File: config.mk
export PLATFORM = sky130hd
export DESIGN_NAME = uart_rx_pkt_ctrl
export DESIGN_NICKNAME = d
export VERILOG_FILES = /design/src/rtl/uart_rx_pkt_ctrl.sv
export SDC_FILE = /design/constraint.sdc
export NUM_CORES = 1
export LEC_CHECK = 0
export ABC_AREA = 1
export ABC_CLOCK_PERIOD_IN_PS = 4600
export CORE_ASPECT_RATIO = 0.9
export CORE_MARGIN = 5
export CORE_UTILIZATION = 50
export CTS_CLUSTER_SIZE = 20
export DETAILED_ROUTE_END_ITERATION = 7
export MAX_ROUTING_LAYER = met4
export PLACE_DENSITY = 0.67
export SYNTH_ARGS = -nofsm -noshare
export SYNTH_HDL_FRONTEND = slang
export SYNTH_SLANG_ARGS = --single-unit
File: constraint.sdc
create_clock -name clk -period 4.6 [get_ports clk]
set_input_delay 1.15 -clock clk [delete_from_list [all_inputs] [get_ports clk]]
set_output_delay 1.15 -clock clk [all_outputs]
set_load 0.01 [all_outputs]
File: src/rtl/uart_rx_pkt_ctrl.sv
// Packet framer behind the UART receiver: SOF, LEN, payload, XOR checksum.
// Verified payloads are buffered and drained over a valid/ready stream.
module uart_rx_pkt_ctrl #(
   parameter int unsigned MAX_LEN      = 16,
   parameter logic [7:0]  SOF          = 8'h7E,
   parameter int unsigned TIMEOUT_BITS = 20
) (
   input  logic       clk,
   input  logic       rst,
   input  logic       os_tick,
   input  logic [7:0] rx_data,
   input  logic       rx_done,
   input  logic       parity_error,
   output logic [7:0] out_data,
   output logic       out_valid,
   input  logic       out_ready,
   output logic       out_last,
   output logic       pkt_ok,
   output logic       pkt_err,
   output logic [2:0] err_code
);

   localparam int unsigned PW     = (MAX_LEN > 1) ? $clog2(MAX_LEN) : 1;
   localparam int unsigned TLIM   = TIMEOUT_BITS * 16;
   localparam int unsigned TW     = $clog2(TLIM + 1);
   localparam logic [7:0]  MaxLen = 8'(MAX_LEN);

   typedef enum logic [2:0] {StHunt, StLen, StPayload, StChk, StDrain} state_e;

   state_e          state_q;
   logic [7:0]      len_q;
   logic [7:0]      chk_q;
   logic [PW-1:0]   wr_ptr_q;
   logic [PW-1:0]   rd_ptr_q;
   logic [TW-1:0]   tmo_q;
   logic [7:0]      buf_q [MAX_LEN];
   logic [7:0]      out_data_q;
   logic            out_valid_q;
   logic            out_last_q;
   logic            pkt_ok_q;
   logic            pkt_err_q;
   logic [2:0]      err_code_q;

   always_ff @(posedge clk) begin
      if (rst) begin
         state_q     <= StHunt;
         len_q       <= '0;
         chk_q       <= '0;
         wr_ptr_q    <= '0;
         rd_ptr_q    <= '0;
         tmo_q       <= '0;
         out_data_q  <= '0;
         out_valid_q <= 1'b0;
         out_last_q  <= 1'b0;
         pkt_ok_q    <= 1'b0;
         pkt_err_q   <= 1'b0;
         err_code_q  <= '0;
         for (int i = 0; i < int'(MAX_LEN); i++) buf_q[i] <= '0;
      end else begin
         pkt_ok_q  <= 1'b0;
         pkt_err_q <= 1'b0;
         case (state_q)
            StHunt: begin
               tmo_q <= '0;
               if (rx_done && !parity_error && rx_data == SOF) state_q <= StLen;
            end
            StLen, StPayload, StChk: begin
               if (rx_done) begin
                  tmo_q <= '0;
                  // Parity abort wins over any content check on the same byte.
                  if (parity_error) begin
                     state_q    <= StHunt;
                     pkt_err_q  <= 1'b1;
                     err_code_q <= 3'd2;
                  end else if (state_q == StLen) begin
                     if (rx_data != 8'd0 && rx_data <= MaxLen) begin
                        len_q    <= rx_data;
                        chk_q    <= rx_data;
                        wr_ptr_q <= '0;
                        state_q  <= StPayload;
                     end else begin
                        state_q    <= StHunt;
                        pkt_err_q  <= 1'b1;
                        err_code_q <= 3'd1;
                     end
                  end else if (state_q == StPayload) begin
                     buf_q[wr_ptr_q] <= rx_data;
                     chk_q           <= chk_q ^ rx_data;
                     wr_ptr_q        <= wr_ptr_q + PW'(1);
                     if (8'(wr_ptr_q) == len_q - 8'd1) state_q <= StChk;
                  end else begin
                     if (rx_data == chk_q) begin
                        pkt_ok_q    <= 1'b1;
                        rd_ptr_q    <= '0;
                        out_valid_q <= 1'b1;
                        out_data_q  <= buf_q[0];
                        out_last_q  <= (len_q == 8'd1);
                        state_q     <= StDrain;
                     end else begin
                        state_q    <= StHunt;
                        pkt_err_q  <= 1'b1;
                        err_code_q <= 3'd4;
                     end
                  end
               end else if (os_tick) begin
                  if (tmo_q == TW'(TLIM - 1)) begin
                     tmo_q      <= '0;
                     state_q    <= StHunt;
                     pkt_err_q  <= 1'b1;
                     err_code_q <= 3'd3;
                  end else if (tmo_q != TW'(TLIM)) begin
                     tmo_q <= tmo_q + TW'(1);
                  end
               end
            end
            StDrain: begin
               // Overrun: the byte is lost but the buffered packet keeps draining.
               if (rx_done) begin
                  pkt_err_q  <= 1'b1;
                  err_code_q <= 3'd5;
               end
               if (out_ready) begin
                  if (out_last_q) begin
                     out_valid_q <= 1'b0;
                     out_last_q  <= 1'b0;
                     state_q     <= StHunt;
                  end else begin
                     rd_ptr_q   <= rd_ptr_q + PW'(1);
                     out_data_q <= buf_q[rd_ptr_q + PW'(1)];
                     out_last_q <= (8'(rd_ptr_q) + 8'd1 == len_q - 8'd1);
                  end
               end
            end
            default: state_q <= StHunt;
         endcase
      end
   end

   assign out_data  = out_data_q;
   assign out_valid = out_valid_q;
   assign out_last  = out_last_q;
   assign pkt_ok    = pkt_ok_q;
   assign pkt_err   = pkt_err_q;
   assign err_code  = err_code_q;

endmodule

# ---- Word level (Yosys, flattened, before mapping)
# Memory sizes are Yosys's and may differ from the RTL's.
# Cells that the tools add are included.
dict set report totals {
  register_bits 51
  latch_bits 0
  ramBits 128
  rom_bits 0
  in_bits 14
  output_inout_bits 15
  wordCells 161
  memories 1
}
dict set report classes {
  n_addsub 5
  n_mul 0
  div 0
  magnitude_cmp 1
  n_eq_ne 29
  shift 0
  n_mux 89
  bitwise 4
  reduce_logical 20
}
# memory words word_bits rd rd_ports_with_merged_regs write_ports line_no
set memory_table {}
lappend memory_table {buf_q 16 8 2 0 16 36} ;# logic [7:0] buf_q [MAX_LEN];
# op n
set op_table {}
lappend op_table {{$mux W8} 11}
lappend op_table {{$mux W3} 20}
lappend op_table {{$mux W4} 11}
lappend op_table {{$mux W9} 4}
lappend op_table {{$mux W1} 34}
lappend op_table {{$ne A2 B2 Y1 const B} 10}
lappend op_table {{$pmux W9 S2} 1}
lappend op_table {{$pmux W8 S2} 1}
lappend op_table {{$reduce_and A8 Y1} 2}
lappend op_table {{$ne A5 B5 Y1 const B} 3}
lappend op_table {{$reduce_and A7 Y1} 2}
lappend op_table {{$reduce_and A5 Y1} 2}
lappend op_table {{$add A9 B1 Y9 const B} 1}
lappend op_table {{$eq A9 B9 Y1 const B} 1}
lappend op_table {{$ne A9 B9 Y1 const B} 1}
lappend op_table {{$pmux W3 S3} 1}
lappend op_table {{$add A4 B1 Y4 const B} 2}
lappend op_table {{$eq A4 B8 Y1} 1}
lappend op_table {{$eq A5 B8 Y1} 1}
lappend op_table {{$eq A8 B1 Y1 const B} 1}
lappend op_table {{$eq A8 B7 Y1 const B} 1}
lappend op_table {{$eq A8 B8 Y1} 1}
lappend op_table {{$le A8 B5 Y1 const B} 1}
lappend op_table {{$pmux W4 S2} 1}
lappend op_table {{other kinds (24)} 34}

# ---- Depth between registers and ports, before layout
dict set report depth {
  word_depth 10
  depth_mapped 14
  depth_no_buf 14
}

# ---- Least setup slack after synthesis
# No wires, ideal clock.
dict set report synth_path {
  path_kind {input to register}
  start {input rx_done}
  end {memory buf_q[0][0], enable pin}
  setup_time_ns 0.329
  arrival_time_ns 2.377
  t_required_ns 4.271
  slack_ns 1.894
  cell_stages 8
  n_path_buf 0
  path_cell_list {inv_1 -> nor2_2 -> nand4_1 -> inv_2 -> nand2_1 -> nor2_4 -> nand2_2 -> nand2_1}
}
# item line_no
set synth_lines {}
lappend synth_lines {{start: declaration} 12} ;# input logic rx_done,
lappend synth_lines {{end: declaration} 36}

# ---- Final worst setup path
dict set report layout_path {
  start {input rx_data[2]}
  end {register err_code_q[1] (netlist: err_code[1])}
}
dict set report layout_between {
  elab_chain_len 4
  word_cells_on_any_way 7
  cone_classes {1 x order compare; 3 x eq/ne; 3 x reduce/logical}
}
# item line_no
set layout_rtl {}
lappend layout_rtl {{start: declaration} 11} ;# input logic [7:0] rx_data,
lappend layout_rtl {{$le A8 B5 Y1 / $reduce_bool A8 Y1 (equally long branches)} 76} ;# if (rx_data != 8'd0 && rx_data <= MaxLen) begin
lappend layout_rtl {{$logic_and A1 B1 Y1} 76}
lappend layout_rtl {{$ne A5 B5 Y1 (no line)} -}
lappend layout_rtl {{$reduce_and A7 Y1 (no line) (*)} -}
lappend layout_rtl {{end signal: assignment} 74} ;# err_code_q <= 3'd2;
lappend layout_rtl {{end signal: assignment} 84} ;# err_code_q <= 3'd1;
lappend layout_rtl {{end signal: assignment} 102} ;# err_code_q <= 3'd4;
lappend layout_rtl {{end: declaration} 42} ;# logic [2:0] err_code_q;
# Every way passes the cells marked *; elsewhere a longest branch is shown, timed or not.
# A chain may end at the register's enable or synchronous reset.

==> metrics.md <==
| Metric | Value |
|---|---|
| Outcome | finished, final reports clean |
| Root Buffer | clkbuf_16 |
| H-tree levels | 4 |
| Synth Cell Area | 0.00888 mm^2 |
| Commonest non-fill, non-tap cell in the layout | nor2_1 |
| Setup crit start kind | input pin |
| TritonCTS clock tree | yes |
| Initial antenna violation count | 0 |
| Worst Hold Class | reg2reg |
| Ys async rst share | 0 |
| Die Area | just over 0.02 mm^2 |
| WS Path Type | in2reg |
| Crit path capture type | flop |
| First-pass GRT wire length | 34100 um |
| Post-CTS Setup Bufs | 0 |
| Vias | between 7000 and 8000 |
| Pre-CTS setup slack | 0.741 ns |
| Total track usage | 0.225 |
| Count of cell types in the netlist | 37 |
| Initial DRC count | about 590 |
| Routed WL per cell | 16.8 um |
| FF/Latch Area | between 0.004 and 0.005 mm^2 |
| Syn_area_per_cell | between 8 and 9 um^2 |
| CP max FO | 20 |
| Crit path time final | ~3.4 ns |
| CTS Buf Count | 17 |
| Area taken by multi-input logic gates | 0.00354 mm^2 |
| Ys Warns | 0 |
| Crit Reg-Reg Startpoint | rd_ptr_q[0] |
| Hold Crit Start | err_code[2] |
| Setup Skew | ~0.013 ns |
| Lkg Pwr | 3.74 nW |
| Grt total ovfl | 0 |
| Most frequent cells in the layout | nor2_1, nand2_1, edfxtp_1, o21ai_0, nand3_1 |
| Worst-Margin Slew | between 0.9 and 1 ns |
| I/O pin cnt | 29 |
| Routed Antenna Nets | 0 |
| Initial Util | 0.506 |
| Relative slew margins | 0.386 |
| Port Buffer Count | 28 |
| Vias per Instance | 5.47 |
| Flops & latches, synth | approximately 180 |
| Die Height | around 140 um |
| Finished Core Util | 0.566 |
| # hold bufs at CTS | 0 |
| WL met3 | 1450 um |
| Worst Hold Depth | 2 |
| Post-synth EDFFs | ~130 |
| Worst EP required | 4.91 ns |
| Final setup viols | 0 |
| Vias in the first global route | 6475 |
| R2R cell count | 8 |
| CTS clk-pin slew, worst paths | approximately 0.070 ns |
| Post-Syn Instances | around 1000 |
| Worst-skew pair later-pin latency | roughly 0.44 ns |
| Site Rows | between 40 and 50 |
| RSZ-0062 raised after global routing | no |
| Pwr Density | between 300 and 400 mW/mm^2 |
| Core area | ~0.018 mm^2 |
| Tot Pwr | between 3 and 4 mW |
| Hold Slack | roughly 0.47 ns |
| Hpwl dp | ~14000 um |
| Final hold vios | 0 |
| VDD IR max | roughly 0.3 mV |
| # clock sinks | 179 |
| R2r endpoint | out_data[3] |
| Final WL | roughly 22000 um |
| WL met2 | a little over 10000 um |
| Final #Nets | ~1100 |
| Area growth syn-to-layout | 11.8% |
| Largest net degree at the start of global routing | 65 |
| Setup TNS | 0 ns |
| RD Place Congestion | roughly 0.91 |
| Antenna Cells | 0 |
| DRC Markers | 0 |
| Post_cts resized | 0 |
| Clock Path Buffers | 2 |
| Filler instances | roughly 1600 |
| Max_cap viols | 0 |
| Top FF cell, synth | edfxtp_1 |
| Die width | between 150 and 200 um |
| CP arrival | around 3.8 ns |
| Max Freq | around 290 MHz |
| Sequential area share after synthesis | 0.548 |
| Final Max Tran Viols | 0 |
| Post-route clock period utilization | 0.750 |
| Layout cells sized above 1 | 0.0774 |
| Drt first pass iters | 5 |
| Post-Route M1 WL | 9730 um |
| Final WS setup | 1.15 ns |
| R2r setup slk | roughly 2.0 ns |
| Net Count, Synth | about 1100 |
| Top Layer Used | met4 |
| Min-Delay Endpoint | err_code[2] |
==> stage by stage <==
step	std cells	area (um^2)
after floorplan	1028	8880
after global placement	1255	9310
after detailed placement	1255	9310
after CTS	1286	9930
after global routing	1286	9930
final	1286	9930
==> flip-flops by register name, summed over array words and instances, names as in the netlist <==
register	flops
out_last	1
wr_ptr_q	4
chk_q	8
err_code	3
pkt_ok	1
out_data	8
len_q	8
rd_ptr_q	4
tmo_q	9
out_valid	1
buf_q	128
state_q	3
pkt_err	1
==> how the worst max path moves through the flow <==
stage          startpoint          end
6_report       rx_data[2]  err_code[1]
5_1_grt        rx_data[2]  err_code[0]
4_1_cts        rx_data[1]  err_code[1]
3_5_place_dp   rx_data[2]  err_code[0]
3_3_place_gp   rx_data[2]  err_code[1]
2_1_floorplan     rx_done  buf_q[0][0]
==> cell families (layout without fill, tap and decap cells) <==
kind of cell / after synthesis / in the layout / synth area share
flops: 179 / 179 / 0.548
buf+inv: 117 / 135 / 0.0538
simple gates: 535 / 535 / 0.259
compound gates: 171 / 171 / 0.109
xor+xnor: 17 / 17 / 0.0184
fa+ha+maj: 9 / 9 / 0.0127
==> cells in the mapped netlist, types with 3 or more instances <==
cell,n,share of area
nor2_1,280,0.12
nand2_1,131,0.055
edfxtp_1,128,0.43
o21ai_0,83,0.047
nand3_1,63,0.035
inv_1,55,0.023
dfxtp_1,51,0.11
a21oi_1,44,0.025
clkbuf_1,32,0.014
o211ai_1,32,0.027
nand2_2,19,0.013
nand4_1,14,0.0099
nor3_1,12,0.0068
buf_2,10,0.0056
ha_1,9,0.013
xnor2_1,9,0.0089
clkinv_1,6,0.0025
inv_2,6,0.0025
nor2_4,6,0.0076
xor2_1,6,0.0059
buf_1,3,0.0013
buf_4,3,0.0025
nor3_2,3,0.0034
o31ai_1,3,0.0025
==> per-layer routing <==
layer | up-vias | track usage
met4 | 0 | 0.0564
met1 | 3329 | 0.300
met2 | 202 | 0.346
met3 | 28 | 0.0557
met5 | - | -
li1 | 3476 | -
==> final cells by class <==
cell class | instances | share of cell area
Inverter | 67 | 0.0253
Timing Repair Buffer | 37 | 0.0350
Clock inverter | 13 | 0.0197
Multi-Input combinational cell | 732 | 0.357
Clock buffer | 18 | 0.0432
Tap cell | 240 | 0.0302
Sequential cell | 179 | 0.490
==> critical path: stages <==
cell and delay [ns]:
clkdlybuf4s50_1 0.55, clkinv_1 0.56, nand4_1 0.34, nand2_1 0.07, nand2_1 0.12, nor2_1 0.06, nand2_1 0.46, nand3_1 0.26
nand2_1 0.11, a21oi_1 0.07
==> power breakdown <==
part / switching (mW) / internal, mW / total (mW) / leakage, nW
clock: 0.650 / 0.917 / 1.57 / 0.300
combinational: 0.220 / 0.106 / 0.326 / 1.73
sequential: 0.0330 / 1.79 / 1.82 / 1.71
Power figures use the tool's default switching activity.
